--- config.mk ---
export PLATFORM = sky130hd
export DESIGN_NAME = arp_cache
export DESIGN_NICKNAME = d
export VERILOG_FILES = /design/src/rtl/arp_pkg.sv /design/src/rtl/arp_cache_match.sv /design/src/rtl/arp_cache.sv
export SDC_FILE = /design/constraint.sdc
export NUM_CORES = 2
export LEC_CHECK = 0
export ABC_CLOCK_PERIOD_IN_PS = 6920
export CAP_MARGIN = 25
export CORE_ASPECT_RATIO = 1.2
export CORE_UTILIZATION = 48
export CTS_BUF_LIST = sky130_fd_sc_hd__clkbuf_8
export DETAILED_ROUTE_END_ITERATION = 10
export PLACE_DENSITY = 0.67
export SYNTH_ARGS = -nofsm -noshare
export SYNTH_HDL_FRONTEND = slang
export SYNTH_SLANG_ARGS = --single-unit
--- constraint.sdc ---
create_clock -name clk -period 6.92 [get_ports clk]
set_input_delay 1.384 -clock clk [delete_from_list [all_inputs] [get_ports clk]]
set_output_delay 1.384 -clock clk [all_outputs]
set_load 0.01 [all_outputs]
--- src/rtl/arp_pkg.sv ---
// Shared types and constants for the IP-to-MAC resolution cache.
// Pure declarations: no logic, no latency, no flow control.
// Imported by arp_cache and arp_cache_match.
package arp_pkg;

  localparam logic [47:0] MAC_BCAST    = 48'hFFFF_FFFF_FFFF;
  localparam logic        ARP_OP_REQ   = 1'b0;
  localparam logic        ARP_OP_REPLY = 1'b1;

  typedef struct packed {
    logic        vld;
    logic [31:0] ip;
    logic [47:0] mac;
  } entry_t;

  typedef enum logic [2:0] {
    ST_IDLE,
    ST_SEARCH,
    ST_REQ,
    ST_WAIT,
    ST_DONE
  } lkp_state_t;

endpackage

--- src/rtl/arp_cache_match.sv ---
// Parallel IP comparator over all cache entries; reports lowest matching and lowest free index.
// Latency: purely combinational.
// Backpressure: none, evaluated every cycle.
module arp_cache_match
  import arp_pkg::*;
#(
  parameter int DEPTH = 8,
  localparam int IW   = $clog2(DEPTH)
) (
  input  entry_t [DEPTH-1:0] tbl,
  input  logic [31:0]        ip,
  output logic               hit,
  output logic [IW-1:0]      hit_idx,
  output logic               free_vld,
  output logic [IW-1:0]      free_idx
);

  // Walk from the top so the lowest index is the one left standing.
  always_comb begin
    hit      = 1'b0;
    hit_idx  = '0;
    free_vld = 1'b0;
    free_idx = '0;
    for (int i = DEPTH - 1; i >= 0; i--) begin
      if (tbl[i].vld && (tbl[i].ip == ip)) begin
        hit     = 1'b1;
        hit_idx = IW'(i);
      end
      if (!tbl[i].vld) begin
        free_vld = 1'b1;
        free_idx = IW'(i);
      end
    end
  end

endmodule

--- src/rtl/arp_cache.sv ---
// DEPTH-entry IP-to-MAC cache: learns every ARP receive, resolves lookups, issues ARP requests on a miss.
// Latency: hit -> lkp_done 2 cycles after accept; miss -> up to REQ_RETRY request/timeout rounds.
// Backpressure: lkp_rdy low while a lookup is in flight; requests stall on arp_tx_rdy. Aging: ARP_CACHE_AGING_EN.
module arp_cache
  import arp_pkg::*;
#(
  parameter int DEPTH       = 8,
  parameter int REQ_TIMEOUT = 125_000_000,
  parameter int REQ_RETRY   = 3
`ifdef ARP_CACHE_AGING_EN
  ,
  parameter int TICK_DIV    = 125_000_000,
  parameter int AGE_MAX     = 300
`endif
) (
  input  logic        clk,
  input  logic        rst,
  input  logic        arp_rx_done,
  input  logic        arp_rx_type,
  input  logic [47:0] src_mac,
  input  logic [31:0] src_ip,
  input  logic        flush,
  input  logic        lkp_req,
  input  logic [31:0] lkp_ip,
  output logic        lkp_rdy,
  output logic        lkp_done,
  output logic        lkp_hit,
  output logic [47:0] lkp_mac,
  input  logic        arp_tx_rdy,
  output logic        arp_tx_en,
  output logic        arp_tx_type,
  output logic [47:0] des_mac,
  output logic [31:0] des_ip
);

  localparam int IW = $clog2(DEPTH);
  localparam int TW = $clog2(REQ_TIMEOUT + 1);
  localparam int RW = $clog2(REQ_RETRY + 1);
  localparam logic [TW-1:0] TMO_LAST  = TW'(REQ_TIMEOUT - 1);
  localparam logic [RW-1:0] RETRY_MAX = RW'(REQ_RETRY);

  entry_t [DEPTH-1:0] tbl;
  logic [IW-1:0]      rr_ptr;

  logic          ln_hit, ln_free_vld, learn_en;
  logic [IW-1:0] ln_hit_idx, ln_free_idx, learn_idx;
  logic          lk_hit;
  logic [IW-1:0] lk_hit_idx;
  logic          unused_lk_free_vld;
  logic [IW-1:0] unused_lk_free_idx;
  logic          unused_rx_type;

  lkp_state_t    state, state_nxt;
  logic [31:0]   lkp_ip_q, ip_nxt;
  logic [RW-1:0] retry, retry_nxt;
  logic [TW-1:0] timer, timer_nxt;
  logic          done_nxt, hit_nxt, tx_en_nxt, req_active;
  logic [47:0]   mac_nxt;

  // Requests and replies are learned alike; the opcode carries no information here.
  assign unused_rx_type = (arp_rx_type == ARP_OP_REPLY);
  assign arp_tx_type    = ARP_OP_REQ;
  assign learn_en       = arp_rx_done && (src_ip != '0);
  assign learn_idx      = ln_hit ? ln_hit_idx : (ln_free_vld ? ln_free_idx : rr_ptr);

  arp_cache_match #(.DEPTH(DEPTH)) u_match_learn (
    .tbl      (tbl),
    .ip       (src_ip),
    .hit      (ln_hit),
    .hit_idx  (ln_hit_idx),
    .free_vld (ln_free_vld),
    .free_idx (ln_free_idx)
  );

  arp_cache_match #(.DEPTH(DEPTH)) u_match_lkp (
    .tbl      (tbl),
    .ip       (lkp_ip_q),
    .hit      (lk_hit),
    .hit_idx  (lk_hit_idx),
    .free_vld (unused_lk_free_vld),
    .free_idx (unused_lk_free_idx)
  );

`ifdef ARP_CACHE_AGING_EN
  localparam int PW = $clog2(TICK_DIV + 1);
  localparam int AW = $clog2(AGE_MAX + 1);
  logic [PW-1:0] pre;
  logic [AW-1:0] age [DEPTH];
  logic          tick;

  assign tick = (pre == PW'(TICK_DIV - 1));

  always_ff @(posedge clk) begin
    if (rst || tick) pre <= '0;
    else             pre <= pre + PW'(1);
  end
`endif

  // Table update; the learn is written last so it overrides a same-cycle aging expiry.
  always_ff @(posedge clk) begin
    if (rst) begin
      for (int i = 0; i < DEPTH; i++) tbl[i] <= '0;
      rr_ptr <= '0;
`ifdef ARP_CACHE_AGING_EN
      for (int i = 0; i < DEPTH; i++) age[i] <= '0;
`endif
    end else if (flush) begin
      for (int i = 0; i < DEPTH; i++) tbl[i].vld <= 1'b0;
`ifdef ARP_CACHE_AGING_EN
      for (int i = 0; i < DEPTH; i++) age[i] <= '0;
`endif
    end else begin
`ifdef ARP_CACHE_AGING_EN
      if (tick) begin
        for (int i = 0; i < DEPTH; i++) begin
          if (tbl[i].vld) begin
            if (age[i] == AW'(AGE_MAX - 1)) begin
              tbl[i].vld <= 1'b0;
              age[i]     <= '0;
            end else begin
              age[i] <= age[i] + AW'(1);
            end
          end
        end
      end
`endif
      if (learn_en) begin
        tbl[learn_idx] <= '{vld: 1'b1, ip: src_ip, mac: src_mac};
`ifdef ARP_CACHE_AGING_EN
        age[learn_idx] <= '0;
`endif
        if (!ln_hit && !ln_free_vld) rr_ptr <= rr_ptr + IW'(1);
      end
    end
  end

  always_comb begin
    state_nxt = state;
    ip_nxt    = lkp_ip_q;
    retry_nxt = retry;
    timer_nxt = timer;
    done_nxt  = 1'b0;
    tx_en_nxt = 1'b0;
    hit_nxt   = lkp_hit;
    mac_nxt   = lkp_mac;
    case (state)
      ST_IDLE: begin
        hit_nxt = 1'b0;
        mac_nxt = '0;
        if (lkp_req) begin
          ip_nxt    = lkp_ip;
          state_nxt = ST_SEARCH;
        end
      end
      ST_SEARCH: begin
        if (lk_hit) begin
          state_nxt = ST_DONE;
          hit_nxt   = 1'b1;
          mac_nxt   = tbl[lk_hit_idx].mac;
        end else begin
          state_nxt = ST_REQ;
          retry_nxt = '0;
        end
      end
      ST_REQ: begin
        if (arp_tx_rdy) begin
          tx_en_nxt = 1'b1;
          state_nxt = ST_WAIT;
          timer_nxt = '0;
          retry_nxt = retry + RW'(1);
        end
      end
      ST_WAIT: begin
        if (lk_hit) begin
          state_nxt = ST_DONE;
          hit_nxt   = 1'b1;
          mac_nxt   = tbl[lk_hit_idx].mac;
        end else if (timer == TMO_LAST) begin
          if (retry < RETRY_MAX) begin
            state_nxt = ST_REQ;
          end else begin
            state_nxt = ST_DONE;
            hit_nxt   = 1'b0;
            mac_nxt   = '0;
          end
        end else begin
          timer_nxt = timer + TW'(1);
        end
      end
      ST_DONE: begin
        done_nxt  = 1'b1;
        state_nxt = ST_IDLE;
      end
      default: state_nxt = ST_IDLE;
    endcase
  end

  assign req_active = (state_nxt == ST_REQ) || (state_nxt == ST_WAIT);

  always_ff @(posedge clk) begin
    if (rst) begin
      state     <= ST_IDLE;
      lkp_ip_q  <= '0;
      retry     <= '0;
      timer     <= '0;
      lkp_rdy   <= 1'b1;
      lkp_done  <= 1'b0;
      lkp_hit   <= 1'b0;
      lkp_mac   <= '0;
      arp_tx_en <= 1'b0;
      des_mac   <= '0;
      des_ip    <= '0;
    end else begin
      state     <= state_nxt;
      lkp_ip_q  <= ip_nxt;
      retry     <= retry_nxt;
      timer     <= timer_nxt;
      lkp_rdy   <= (state_nxt == ST_IDLE);
      lkp_done  <= done_nxt;
      lkp_hit   <= hit_nxt;
      lkp_mac   <= mac_nxt;
      arp_tx_en <= tx_en_nxt;
      des_mac   <= req_active ? MAC_BCAST : '0;
      des_ip    <= req_active ? ip_nxt : '0;
    end
  end

endmodule

# ---- Yosys cells after proc, flatten, opt, wreduce, memory -nomap -nowiden
# Cells that the tools add are included.
dict set report classes {
  n_bitwise 3
  addsub 3
  magnitude_cmp 4
  mux 84
  n_eq_ne 30
  reduce_logical 36
}
# op count
set ops {}
lappend ops {{bitwise mux 648 bit} 1}
lappend ops {{equality test 32 bit} 16}
lappend ops {{2-to-1 mux 48 bit} 6}
lappend ops {{binary-select mux 81 bit (select 3 bit)} 1}
lappend ops {{demux 81 bit (select 3 bit)} 1}
lappend ops {{one-hot mux 48 bit (3 select lines)} 1}
lappend ops {{2-to-1 mux 3 bit} 32}
lappend ops {{2-to-1 mux 27 bit} 3}
lappend ops {{2-to-1 mux 81 bit} 1}
lappend ops {{2-to-1 mux 32 bit} 2}
lappend ops {{one-hot mux 27 bit (2 select lines)} 1}
lappend ops {{nonzero test 32 bit} 1}
lappend ops {{2-to-1 mux 1 bit} 30}
lappend ops {{adder 27 x 1 -> 27 bit (second input constant)} 1}
lappend ops {{equality test 27 bit (second input constant)} 1}
lappend ops {{logical AND 1 bit} 19}
lappend ops {{equality test 3 x 2 -> 1 bit (second input constant)} 4}
lappend ops {{one-hot mux 3 bit (4 select lines)} 1}
lappend ops {{inequality test 2 bit (second input constant)} 5}
lappend ops {{< comparator 3 x 4 -> 1 bit (second input constant)} 2}
lappend ops {{AND reduction 4 bit} 2}
lappend ops {{zero test 3 bit} 2}
lappend ops {{inequality test 3 bit (second input constant)} 2}
lappend ops {{AND reduction 3 bit} 2}
lappend ops {{other kinds (16)} 23}
dict set report totals {
  input_bits 119
  output_inout_bits 133
  elab_cells 196
  register_bits 847
}

# ---- Depth between registers and ports, before layout
dict set report logic_depth {
  ltp_word 16
  ltp_mapped 14
  ltp_nobuf 10
}

# ---- Modules after synthesis
# A second synthesis with hierarchy kept.
dict set report unflattened {
  cells_unflattened 4509
  hier_area_um2 38076.5
}
# mod seq_area_each_um2 cells_per_inst instances area_each_um2
set modules_own_cells {}
lappend modules_own_cells {arp_cache 16015.4 3693 1 31550.3}
lappend modules_own_cells {arp_cache_match 0.0 408 2 3263.1}

# ---- Worst setup path before layout
# No wires, ideal clock.
dict set report synth_timing {
  kind {input to register}
  from {input src_ip[29]}
  to {register, netlist name tbl[60]}
  required_time_ns 6.791
  arrival_ns 4.152
  path_buffers 5
  setup_time_ns 0.129
  stages 13
  setup_slack_ns 2.640
  path_cell_list {clkbuf_1 -> xor2_1 -> or3b_2 -> nor4_1 -> nand4b_1 -> or4_1 -> clkbuf_1 -> inv_1 -> o211ai_1 -> buf_2 -> buf_6 -> buf_2 -> mux2i_1}
}
dict set report synth_via {
  elab_chain_cells 16
  elab_cells_between_ends 42
  cone_classes {2 x order compare; 8 x eq/ne; 20 x mux; 12 x reduce/logical}
}
# element line
set synth_lines {}
lappend synth_lines {{from (decl)} arp_cache.sv:21} ;# input logic [31:0] src_ip,
lappend synth_lines {{equality test 32 bit} arp_cache_match.sv:25} ;# if (tbl[i].vld && (tbl[i].ip == ip)) begin
lappend synth_lines {{logical AND 1 bit} arp_cache_match.sv:25}
lappend synth_lines {{2-to-1 mux 3 bit / 2-to-1 mux 1 bit (equally long branches) (8 in series)} arp_cache_match.sv:25}
lappend synth_lines {{2-to-1 mux 3 bit} arp_cache.sv:64} ;# assign learn_idx = ln_hit ? ln_hit_idx : (ln_free_vld ? ln_free_idx : rr_ptr);
lappend synth_lines {{< comparator 3 x 4 -> 1 bit (not written as such) / >= comparator 3 x 1 -> 1 bit (equally long branches)} arp_cache.sv:128} ;# tbl[learn_idx] <= '{vld: 1'b1, ip: src_ip, mac: src_mac};
lappend synth_lines {{logical AND 1 bit (not written as such)} arp_cache.sv:128}
lappend synth_lines {{2-to-1 mux 81 bit (not written as such)} arp_cache.sv:128}
lappend synth_lines {{demux 81 bit (select 3 bit)} arp_cache.sv:128}
lappend synth_lines {{bitwise mux 648 bit} arp_cache.sv:128}
# Parallel ways exist; a longest one is shown, timed or not.
# A chain may end at the register's enable or synchronous reset.

# ---- Worst setup path in the final report
dict set report layout_timing {
  from {input src_ip[9]}
  to {register, netlist name tbl[77]}
}
dict set report layout_via {
  elab_chain_cells 16
  elab_cells_between_ends 42
  cone_classes {2 x order compare; 8 x eq/ne; 20 x mux; 12 x reduce/logical}
}
# element line
set layout_lines {}
lappend layout_lines {{equality test 32 bit} arp_cache_match.sv:25}
lappend layout_lines {{logical AND 1 bit} arp_cache_match.sv:25}
lappend layout_lines {{2-to-1 mux 3 bit / 2-to-1 mux 1 bit (equally long branches) (8 in series)} arp_cache_match.sv:25}
lappend layout_lines {{2-to-1 mux 3 bit} arp_cache.sv:64}
lappend layout_lines {{< comparator 3 x 4 -> 1 bit (not written as such) / >= comparator 3 x 1 -> 1 bit (equally long branches)} arp_cache.sv:128}
lappend layout_lines {{logical AND 1 bit (not written as such)} arp_cache.sv:128}
lappend layout_lines {{2-to-1 mux 81 bit (not written as such)} arp_cache.sv:128}
lappend layout_lines {{demux 81 bit (select 3 bit)} arp_cache.sv:128}
lappend layout_lines {{bitwise mux 648 bit} arp_cache.sv:128}
# Parallel ways exist; a longest one is shown, timed or not.

==> impl_metrics.toml <==
[sta]
tns_ns = 0
fmax_mhz = 186
drv_slew = 0
post-route-min-period_ns = 5.37
worst_pin_slew_ns = 1.17
setup_viol_count_final = 0
timing_hold_violations_final = 0
skew_ns = 0.0419
rsz0062_at_grt = "no"
finalCritPeriodShare_pct = 77.6
max-slew-margin-rel_pct = 21.0

[critical_path]
worstPathMaxFanout = 35
cp-start-kind = "input port"
crit_arrival_ns = 6.10
criticalPathCategory = "in -> reg"
required_ns = 7.65
end_kind = "register"

[synth]
async_reset_ff_share_pct = 0
ys_seq_area_share_pct = 39.3
netlist_area_um2 = 40700
ys.flop_type = "dfxtp_1"
ys_warn_count = 0
synth_edf_count = 0
syn_nets = 4358
synth_seq_cells = 800
avgSynthCellArea_um2 = 9.61
synth_cell_types = 62
netlist_instances = 4236

[clock_network]
cts_tree = "yes"
cts_setup_buffers = 0
cts-htree-levels = 4
clkLatencyLatePin_ns = 0.83
cts_root_buf = "clkbuf_8"
clock_sinks = 800
cts_buffer_depth = 3
cts_resized = 0
clk_pin_slew_ns = 0.06
cts_made_buffers = 136
holdBufCountCts = 0

[global_routing]
grt_pass1_vias = 30220
antenna_found_initial = 7
grt_pass1_wl_um = 202000
grt-ovfl-total = 0
track_usage_pct = 31.9
grt_max_degree = 269

[detailed_routing]
post_drt_wl_per_cell_um = 25.4
via_per_inst = 5.65
vias = 31119
wl_um = 140000
drt-pass1-iter-count = 6
drc = 0
final_antenna_net_count = 0
drt_iter0_drc = 2537

[power_and_ir_drop]
cellLeakagePower_nw = 21.2
p_per_area_nw_per_um2 = 217
vdd_drop_max_mv = 0.139

[die]
die_y_um = 321
core-area_um2 = 83700
die-area_um2 = 86000
start_util_pct = 48.6
num_rows = 116
die_width_um = 268
num_io_pins = 252

[cells_and_area]
fillers = 7652
nets = 4406
regArea_um2 = 16000
drive_gt1_share_pct = 9.31
multiInputGateArea_um2 = 22600
design_area_um2 = 46400
area_delta_synth_final_pct = 13.8

[place]
port_buffers = 249
hpwlAfterDp_um = 93000
postPlaceCellArea_um2 = 43700
gp_congestion = 1.10

[run]
max_cap_viol_count = 0

[min_path]
hp-class = "reg -> reg"

[status]
status = "completed"
==> final timing paths <==
path | startpoint | endpoint | slack [ns] | cells after the start
min reg2reg | lkp_mac[10] | lkp_mac[10] | 0.46 | 2
min | lkp_mac[10] | lkp_mac[10] | 0.46 | 2
max | src_ip[9] | tbl[77] | 1.55 | 13
max reg2reg | lkp_ip_q[24] | lkp_mac[12] | 1.71 | 12
==> cells in the final DEF, fill, tap and decap left out, types with 7 or more instances in the layout <==
master           netlist  final
a211oi_1               7      7
a21o_1                48     48
a21oi_1               24     23
a32o_1                 8      8
and3_1                 8      8
buf_12                 0     22
buf_4                 80     81
clkbuf_8               0    163
clkdlybuf4s50_1        0    248
clkinv_2               0      8
dfxtp_1              800    800
inv_1                 17     68
mux2_2                96     96
mux2i_1              720    720
nand2_1               89     88
nand2b_1             723    723
nand3_1               82     82
nand4_1              115    115
nor2_1               105    105
nor3_1                72     72
nor4_1               106    103
o211ai_1               8      8
o21ai_0              119    119
o31ai_1               48     48
or3_1                 17     16
or4_1                 12     11
xnor2_1              170    170
xor2_1               349    349
==> cell usage after synthesis, drive strengths merged (2+ instances only) <==
library cell  count  area share, %
clkbuf          167            1.5
nor2            105           0.97
xor2            349            7.5
a31oi             2          0.031
and3              8           0.12
xnor2           170            3.7
nor3             73           0.91
nor4b             2          0.043
and2              3          0.046
a21o             48           0.88
or3              17           0.26
a41oi             2          0.043
o31ai            48           0.88
a211o             2          0.043
dfxtp           800             39
o311ai            2          0.043
a211oi            7           0.13
a21boi            4          0.074
a32o              8           0.20
buf             276            3.7
ha                3          0.092
mux2i           720             18
a22oi             2          0.037
or3b              2          0.043
mux2             96            2.7
o21ai           121            1.5
or4              13           0.25
o211ai            8           0.15
and4              3          0.065
nand4           116            1.8
nor4            106            1.6
a21oi            24           0.29
inv              17           0.16
nand2            89           0.82
nor2b             2          0.031
nand3            82            1.0
nand2b          723             11
==> where the power goes <==
group          switching, mW  internal [mW]
sequential            0.0963           4.67
combinational          0.623          0.432
clock                   2.00           2.25
total                   2.72           7.35
==> kinds of logic after synthesis <==
group	after synthesis	share of synthesized area [%]
AND/OR/NAND/NOR	1348	19.2
XOR/XNOR	519	11.2
buffers and inverters	460	5.35
adder cells (fa/ha/maj)	3	0.0922
multiplexers	816	20.4
AO/OA/AOI/OAI	289	4.53
other	1	0.00921
flip-flops	800	39.3
==> final cells by class <==
cell class | count | share of cell area, %
Timing Repair Buffer | 353 | 7.66
Inverter | 17 | 0.138
Antenna cell | 2 | 0.0108
Tap cell | 1121 | 3.03
Sequential cell | 800 | 34.5
Multi-Input combinational cell | 2976 | 48.8
Clock inverter | 75 | 0.966
Clock buffer | 163 | 4.84
==> worst max-delay path: stages <==
cell,delay (ns)
clkdlybuf4s50_1,0.83
xor2_1,0.33
nor4_1,0.70
nand3_1,0.27
or3_1,0.43
a21boi_0,0.15
o21ai_0,0.43
a21boi_1,0.14
buf_4,0.18
o211ai_1,0.36
buf_12,0.38
buf_12,0.27
mux2i_1,0.21
==> registers in the layout (all words and copies together), names as in the netlist, 2 cells and up <==
name,cells
tbl,648
retry,2
des_ip,32
lkp_mac,48
state,3
rr_ptr,3
timer,27
lkp_ip_q,32
==> layer usage <==
layer	track usage, %	part of all wire [%]	vias up
li1	-	-	14458
met2	51.0	46	1139
met1	39.0	41	15139
met4	20.8	6.9	10
met3	6.09	6.0	373
met5	0	0.047	-
==> per-stage QoR <==
| stage | util, % | hold slack, ns | power (mW) | worst slack [ns] | instances |
|---|---|---|---|---|---|
| 2_1_floorplan | - | 0.445 | 5.47 | 2.64 | 4236 |
| 3_3_place_gp | 52.1 | 0.448 | 5.89 | 0.931 | 5266 |
| 3_5_place_dp | 52.1 | 0.445 | 5.89 | 0.955 | 5267 |
| 4_1_cts | 55.4 | 0.465 | 10.1 | 1.78 | 5505 |
| 5_1_grt | 55.4 | 0.482 | 10.4 | 1.57 | 5506 |
| 6_report | 55.4 | 0.462 | 10.1 | 1.55 | 5507 |
No activity file was read; power rests on OpenSTA's default activity.
